==> src/rtl/ram_pkg.sv <==
// Shared RAM geometry, background pattern and march-test FSM state encoding.
// Used by the BIST controller and by any RAM model it drives.
package ram_pkg;

    localparam int          DATA_W = 8;
    localparam int          ADR_W  = 3;
    localparam int          SIZE   = 8;
    localparam logic [7:0]  PAT    = 8'h55;

    typedef enum logic [3:0] {
        IDLE,
        W0,
        R0W1_RD,
        R0W1_WR,
        R1W0_RD,
        R1W0_WR,
        R0_RD,
        R0_CHK,
        DONE
    } state_t;

endpackage

==> src/rtl/ram_bist.sv <==
// March BIST initiator for a synchronous single-port RAM: 56 busy cycles per healthy run.
// No backpressure: the RAM must accept one access per cycle and return read data the next cycle.
module ram_bist
    import ram_pkg::*;
#(
    parameter int                data_w = DATA_W,
    parameter int                adr_w  = ADR_W,
    parameter int                size   = SIZE,
    parameter logic [data_w-1:0] pat    = PAT
) (
    input  logic              clk,
    input  logic              rst,
    input  logic              start,
    output logic              w,
    output logic [adr_w-1:0]  data_adr,
    output logic [data_w-1:0] data_in,
    input  logic [data_w-1:0] data_out,
    output logic              busy,
    output logic              done,
    output logic              fail,
    output logic [adr_w-1:0]  fail_adr,
    output logic [data_w-1:0] fail_data
);

    localparam logic [adr_w-1:0] last_adr = adr_w'(size - 1);

    state_t            state;
    logic              chk;
    logic              mismatch;
    logic [data_w-1:0] exp_dat;

    // Read data arrives in the cycle after the RD access, so it is judged at the end of WR/CHK.
    always_comb begin
        exp_dat  = (state == R1W0_WR) ? ~pat : pat;
        chk      = (state == R0W1_WR) || (state == R1W0_WR) || (state == R0_CHK);
        mismatch = chk && (data_out != exp_dat);
    end

    always_ff @(posedge clk or posedge rst) begin
        if (rst) begin
            state     <= IDLE;
            w         <= 1'b0;
            data_adr  <= '0;
            data_in   <= '0;
            busy      <= 1'b0;
            done      <= 1'b0;
            fail      <= 1'b0;
            fail_adr  <= '0;
            fail_data <= '0;
        end else if (mismatch) begin
            state     <= DONE;
            busy      <= 1'b0;
            done      <= 1'b1;
            fail      <= 1'b1;
            fail_adr  <= data_adr;
            fail_data <= data_out;
            w         <= 1'b0;
            data_adr  <= '0;
            data_in   <= '0;
        end else begin
            case (state)
                IDLE, DONE: begin
                    if (start) begin
                        state     <= W0;
                        busy      <= 1'b1;
                        done      <= 1'b0;
                        fail      <= 1'b0;
                        fail_adr  <= '0;
                        fail_data <= '0;
                        w         <= 1'b1;
                        data_adr  <= '0;
                        data_in   <= pat;
                    end
                end
                W0: begin
                    if (data_adr == last_adr) begin
                        state    <= R0W1_RD;
                        w        <= 1'b0;
                        data_adr <= '0;
                        data_in  <= '0;
                    end else begin
                        data_adr <= data_adr + 1'b1;
                    end
                end
                R0W1_RD: begin
                    state   <= R0W1_WR;
                    w       <= 1'b1;
                    data_in <= ~pat;
                end
                R0W1_WR: begin
                    w       <= 1'b0;
                    data_in <= '0;
                    if (data_adr == last_adr) begin
                        state <= R1W0_RD;
                    end else begin
                        state    <= R0W1_RD;
                        data_adr <= data_adr + 1'b1;
                    end
                end
                R1W0_RD: begin
                    state   <= R1W0_WR;
                    w       <= 1'b1;
                    data_in <= pat;
                end
                R1W0_WR: begin
                    w       <= 1'b0;
                    data_in <= '0;
                    if (data_adr == '0) begin
                        state <= R0_RD;
                    end else begin
                        state    <= R1W0_RD;
                        data_adr <= data_adr - 1'b1;
                    end
                end
                R0_RD: begin
                    state <= R0_CHK;
                end
                R0_CHK: begin
                    if (data_adr == last_adr) begin
                        state    <= DONE;
                        busy     <= 1'b0;
                        done     <= 1'b1;
                        data_adr <= '0;
                    end else begin
                        state    <= R0_RD;
                        data_adr <= data_adr + 1'b1;
                    end
                end
                default: begin
                    state    <= IDLE;
                    w        <= 1'b0;
                    data_adr <= '0;
                    data_in  <= '0;
                    busy     <= 1'b0;
                    done     <= 1'b0;
                end
            endcase
        end
    end

endmodule

==> config.mk <==
export PLATFORM = sky130hd
export DESIGN_NAME = ram_bist
export DESIGN_NICKNAME = d
export VERILOG_FILES = /design/src/rtl/ram_pkg.sv /design/src/rtl/ram_bist.sv
export SDC_FILE = /design/constraint.sdc
export NUM_CORES = 1
export LEC_CHECK = 0
export ABC_AREA = 1
export CORE_UTILIZATION = 48
export DETAILED_ROUTE_END_ITERATION = 12
export PLACE_DENSITY = 0.79
export SYNTH_ARGS = -nofsm -noshare
export SYNTH_HDL_FRONTEND = slang
export SYNTH_SLANG_ARGS = --single-unit
==> constraint.sdc <==
create_clock -name clk -period 1.73 [get_ports clk]
set_input_delay 0.346 -clock clk [delete_from_list [all_inputs] [get_ports clk]]
set_output_delay 0.346 -clock clk [all_outputs]
set_load 0.01 [all_outputs]
== Yosys cells after proc, flatten, opt, wreduce, memory -nomap -nowiden ==
Cells that the tools add are included.
Word-level totals
  output and inout bits: 26
  input bits: 11
  logic and storage cells: 82
  bits in registers: 30
Cells by class
  muxes and demuxes: 35
  add/subtract/negate cells: 2
  eq/ne operators: 18
  reduce and logical (&&, ||, !) cells: 18
Operators by type and width (count)
  8-bit two-way mux: 7
  8-bit one-hot mux with 5 select lines: 1
  4-bit one-hot mux with 8 select lines: 1
  3-bit two-way mux: 8
  4-bit by 3-bit equality test with 1-bit output (second input constant): 4
  4-bit two-way mux: 4
  3-bit one-hot mux with 5 select lines: 1
  3-bit != test (second input constant): 4
  1-bit two-way mux: 9
  4-bit by 2-bit equality test with 1-bit output (second input constant): 2
  8-bit != test: 1
  2-bit OR reduction: 4
  2-bit by 1-bit != test with 1-bit output (second input constant): 3
  1-bit one-hot mux with 3 select lines: 2
  3-bit AND reduction: 2
  6-bit OR reduction: 1
  4-bit by 1-bit equality test with 1-bit output (second input constant): 1
  4-bit equality test (second input constant): 1
  4-bit zero test: 1
  1-bit one-hot mux with 4 select lines: 1
  2-bit AND reduction: 2
  4-bit AND reduction: 1
  2-bit nonzero test: 2
  3-bit by 1-bit adder with 3-bit output (second input constant): 1
  other kinds (8): 9

== Longest topological paths before layout ==
  depth after elaboration: 6
  depth in mapped cells: 10
  mapped depth without buffers: 10

== Worst setup path after synthesis ==
No wires, ideal clock.
  path type: reg-to-reg
  start: register data_adr[0]
  end: register data_adr[2]
  buffers on the path: 0
  required time: 1.606 ns
  cell stages (with the launch flop): 9
  setup time: 0.124 ns
  setup slack: 0.288 ns
  data arrival time: 1.317 ns
  cells stage by stage: dfrtp_1 ha_1 ha_1 inv_1 o21ai_0 nand2_1 nand2_1 nand2_1 o21ai_1
On the way
  word-level cells in the longest chain between the ends: 4
  elaborated cells on any way between the ends: 12
  those cells by class: 2 x add/sub; 3 x eq/ne; 5 x mux; 2 x reduce/logical
Ends and longest elaborated chain
  from (decl): RTL line ram_bist.sv:15  | output logic [adr_w-1:0] data_adr,
  from (signal assigned): RTL line ram_bist.sv:82  | data_adr <= data_adr + 1'b1;
  from (signal assigned): RTL line ram_bist.sv:97  | data_adr <= data_adr + 1'b1;
  from (signal assigned): RTL line ram_bist.sv:112  | data_adr <= data_adr - 1'b1;
  3-bit by 1-bit adder with 3-bit output, or another cell as far along: RTL line ram_bist.sv:82, ram_bist.sv:97, ram_bist.sv:126
  3-bit two-way mux (on tied branches)
  3-bit one-hot mux with 5 select lines: RTL line ram_bist.sv:61  | case (state)
  3-bit two-way mux: RTL line ram_bist.sv:50  | end else if (mismatch) begin
Several ways; a longest one is shown, not always the timed one. The select of a mux whose other input is x is not followed.
A chain may end at the register's enable or synchronous reset.

==> load_flow_metrics.sql <==
INSERT INTO impl_metrics (metric_group, metric, value, unit) VALUES
('worst_setup_path', 'worstRegToRegCells', '8', ''),
('floorplanning', 'die_area', '3160', 'sq um'),
('finish', 'seq_area', '603', 'sq um'),
('worst_setup_path', 'critical_path.max_stage_delay', '560', 'ps'),
('yosys', 'yosys.area.top_type', 'sky130_fd_sc_hd__dfrtp_1', ''),
('clock_network', 'cts-resized-gates', '0', ''),
('sta', 'final.hold.worst_slack', '340', 'ps'),
('yosys', 'yosysMostFrequentCell', 'sky130_fd_sc_hd__nand2_1', ''),
('clock_network', 'cts_tree', 'yes', ''),
('clock_network', 'worst_skew_pair.late_latency', '320', 'ps'),
('clock_network', 'cts_hold_buffers', '0', ''),
('clock_network', 'clock_sink_count', '24', ''),
('sta', 'unrepaired_setup_endpoints_after_global_routing', 'false', ''),
('routing', 'drt_pre_antenna_iters', '4', ''),
('clock_network', 'clk_root_buffer_cell', 'sky130_fd_sc_hd__clkbuf_4', ''),
('yosys', 'postSynthAreaPerCell', '7.75', 'sq um'),
('floorplanning', 'floorplan.io_pins', '37', ''),
('flow_run', 'max_cap_violations', '0', ''),
('min_path', 'worstHoldPathType', 'input pin to async pin', ''),
('sta', 'period_needed', '1660', 'ps'),
('power_and_ir_drop', 'p_per_area', '1620', 'nW/um^2'),
('worst_setup_path', 'cpLargestDelayFamily', 'buffers and inverters', ''),
('yosys', 'synth_enable_flop_cells', '0', ''),
('worst_setup_path', 'worst_setup_path_start_kind', 'register', ''),
('clock_network', 'cts.path.max_buffers', '2', ''),
('clock_network', 'ctsHtreeMaxLevel', '1', ''),
('clock_network', 'post-cts-setup-buffer-count', '0', ''),
('power_and_ir_drop', 'total_power', '0.00294', 'W'),
('yosys', 'synth.net_count', '197', ''),
('yosys', 'synth.cells.most_frequent', '48 x sky130_fd_sc_hd__nand2_1, 24 x sky130_fd_sc_hd__dfrtp_1, 23 x sky130_fd_sc_hd__inv_1', ''),
('yosys', 'netlist_instances', '182', ''),
('finish', 'design.final.nets', '231', ''),
('power_and_ir_drop', 'p_leak', '0.903', 'nW'),
('floorplanning', 'initial_core_util', '50.7', '%'),
('yosys', 'synth-main-ff-cell', 'sky130_fd_sc_hd__dfrtp_1', ''),
('clock_network', 'clk_pin_slew', '140', 'ps'),
('sta', 'final_worst_path_cycle_share', '95.8', '%'),
('run_status', 'status', 'completed', ''),
('clock_network', 'tritoncts_buffer_count', '3', ''),
('worst_setup_path', 'cp.required', '1380', 'ps'),
('routing', 'route.vias.total', '1293', ''),
('routing', 'wirelength', '3080', 'um'),
('routing', 'post_drt_via_cell_ratio', '5.26', ''),
('yosys', 'seq_area_frac_synth', '42.6', '%'),
('grt', 'grt_first_pass_wirelength', '5270', 'um'),
('finish', 'syn2layout_area_growth', '28.8', '%'),
('finish', 'fillCellCount', '255', ''),
('yosys', 'synth_area_leaders', 'sky130_fd_sc_hd__dfrtp_1 43%, sky130_fd_sc_hd__nand2_1 13%, sky130_fd_sc_hd__inv_1 6.1%', ''),
('yosys', 'syn-cell-area', '1410', 'sq um'),
('grt', 'number_of_antenna_violations_at_the_first_check_in_global_routing', '0', ''),
('yosys', 'asyncSetResetFlopFracSynth', '100', '%'),
('finish', 'area_occupied_by_multi_input_gates', '642', 'sq um'),
('routing', 'detailedRoute.firstIterationViolations', '31', ''),
('yosys', 'post-synth-top-area-fraction', '42.6', '%'),
('placement', 'gp_congestion', '0.884', ''),
('sta', 'final-max-slew-violation-count', '0', ''),
('floorplanning', 'core_area', '2780', 'sq um'),
('yosys', 'synthDistinctLibCells', '24', ''),
('floorplanning', 'die_h', '56.2', 'um'),
('placement', 'io_buffers', '36', ''),
('finish', 'post_route_cells_drive_above_1_share', '12.1', '%'),
('floorplanning', 'row_count', '19', ''),
('sta', 'setup_viol', '0', ''),
('floorplanning', 'floorplan.die.width', '56.2', 'um'),
('placement', 'dpl-instance-area', '1760', 'sq um'),
('grt', 'track_usage', '21.1', '%'),
('sta', 'worst-slew-pin-transition', '466', 'ps'),
('sta', 'fmaxAchievable', '603', 'MHz'),
('worst_setup_path', 'end_kind', 'output port', ''),
('routing', 'route.antenna.remaining_nets', '0', ''),
('finish', 'finish.instance_area', '1820', 'sq um');
[sequential cells by signal, summed over array words and instances (netlist names)]
| name | flops |
|---|---|
| busy | 1 |
| data_adr | 3 |
| data_in | 2 |
| done | 1 |
| fail | 1 |
| fail_adr | 3 |
| fail_data | 8 |
| state | 4 |
| w | 1 |
[layer usage]
metal	up-vias	GRT usage, %	wire (um)
met4	0	11.1	85
li1	644	-	-
met2	38	33.5	1490
met5	-	0	0
met1	600	27.6	1360
met3	11	3.49	138
[cells in the final DEF, fill, tap and decap left out]
cell type,synthesis,layout
sky130_fd_sc_hd__inv_2,3,3
sky130_fd_sc_hd__nand2_2,4,4
sky130_fd_sc_hd__o2111ai_1,1,1
sky130_fd_sc_hd__o21ai_1,15,15
sky130_fd_sc_hd__a21oi_1,1,1
sky130_fd_sc_hd__nor2_1,10,10
sky130_fd_sc_hd__nand4_1,2,2
sky130_fd_sc_hd__nor2_2,3,2
sky130_fd_sc_hd__inv_1,23,23
sky130_fd_sc_hd__nand3_4,1,1
sky130_fd_sc_hd__nor2_4,1,2
sky130_fd_sc_hd__nand3b_1,1,1
sky130_fd_sc_hd__bufinv_16,0,1
sky130_fd_sc_hd__xnor2_1,1,1
sky130_fd_sc_hd__ha_1,4,4
sky130_fd_sc_hd__buf_4,8,3
sky130_fd_sc_hd__nand3_2,5,5
sky130_fd_sc_hd__o21ai_0,6,6
sky130_fd_sc_hd__nand3_1,17,17
sky130_fd_sc_hd__nand2_1,48,48
sky130_fd_sc_hd__o211ai_1,1,1
sky130_fd_sc_hd__and2_1,1,1
sky130_fd_sc_hd__dfrtp_2,0,2
sky130_fd_sc_hd__clkdlybuf4s50_1,0,36
sky130_fd_sc_hd__clkbuf_4,0,3
sky130_fd_sc_hd__dfrtp_1,24,22
[power by group]
| part | switching [W] | total [W] | internal [W] |
|---|---|---|---|
| clock network | 0.000177 | 0.000412 | 0.000234 |
| logic | 0.000821 | 0.00158 | 0.000755 |
| registers | 0.000172 | 0.000955 | 0.000784 |
[cells by family (layout without fill, tap and decap cells)]
group	after synthesis	in the layout	synth area share, %
DFF	24	24	42.6
buffers and inverters	36	69	12.2
and+or+nand+nor	93	93	32.0
AOI/OAI and AO/OA	24	24	8.96
adders and majority gates	4	4	3.55
xor gates and xnor gates	1	1	0.621
[path summary, 6_finish.rpt]
kind / end / slack (ps) / start
setup / recovery: data_in[0] / 70 / data_in[6]$_DFFE_PP0P_
hold reg to reg: w$_DFFE_PP0P_ / 490 / w$_DFFE_PP0P_
max in group asynchronous: state[0]$_DFFE_PP0P_ / 1140 / rst
hold / removal: done$_DFFE_PP0P_ / 340 / rst
setup reg to reg: fail_data[7]$_DFFE_PP0P_ / 140 / state[1]$_DFFE_PP0P_
min in group clk: w$_DFFE_PP0P_ / 490 / w$_DFFE_PP0P_
[metrics by stage]
| step | worst slack (ps) | utilization (%) | setup TNS (ps) |
|---|---|---|---|
| after CTS | 37.8 | 65.0 | 0 |
| after detailed placement | -109 | 63.2 | -872 |
| final | 72.4 | 65.3 | 0 |
| after global routing | 12.9 | 65.3 | 0 |
| after floorplan | 288 | - | 0 |
| after global placement | -25.5 | 63.2 | -33.1 |
[area by class of cell]
cell class              count  share of cell area (%)
clock buffers               3                    1.24
clock inverters             1                    1.65
inverters                  26                    5.37
multi-input cells         122                    35.3
flip-flops and latches     24                    33.2
well taps                  31                    2.13
repair buffers             39                    21.1
Power figures use the tool's default switching activity.
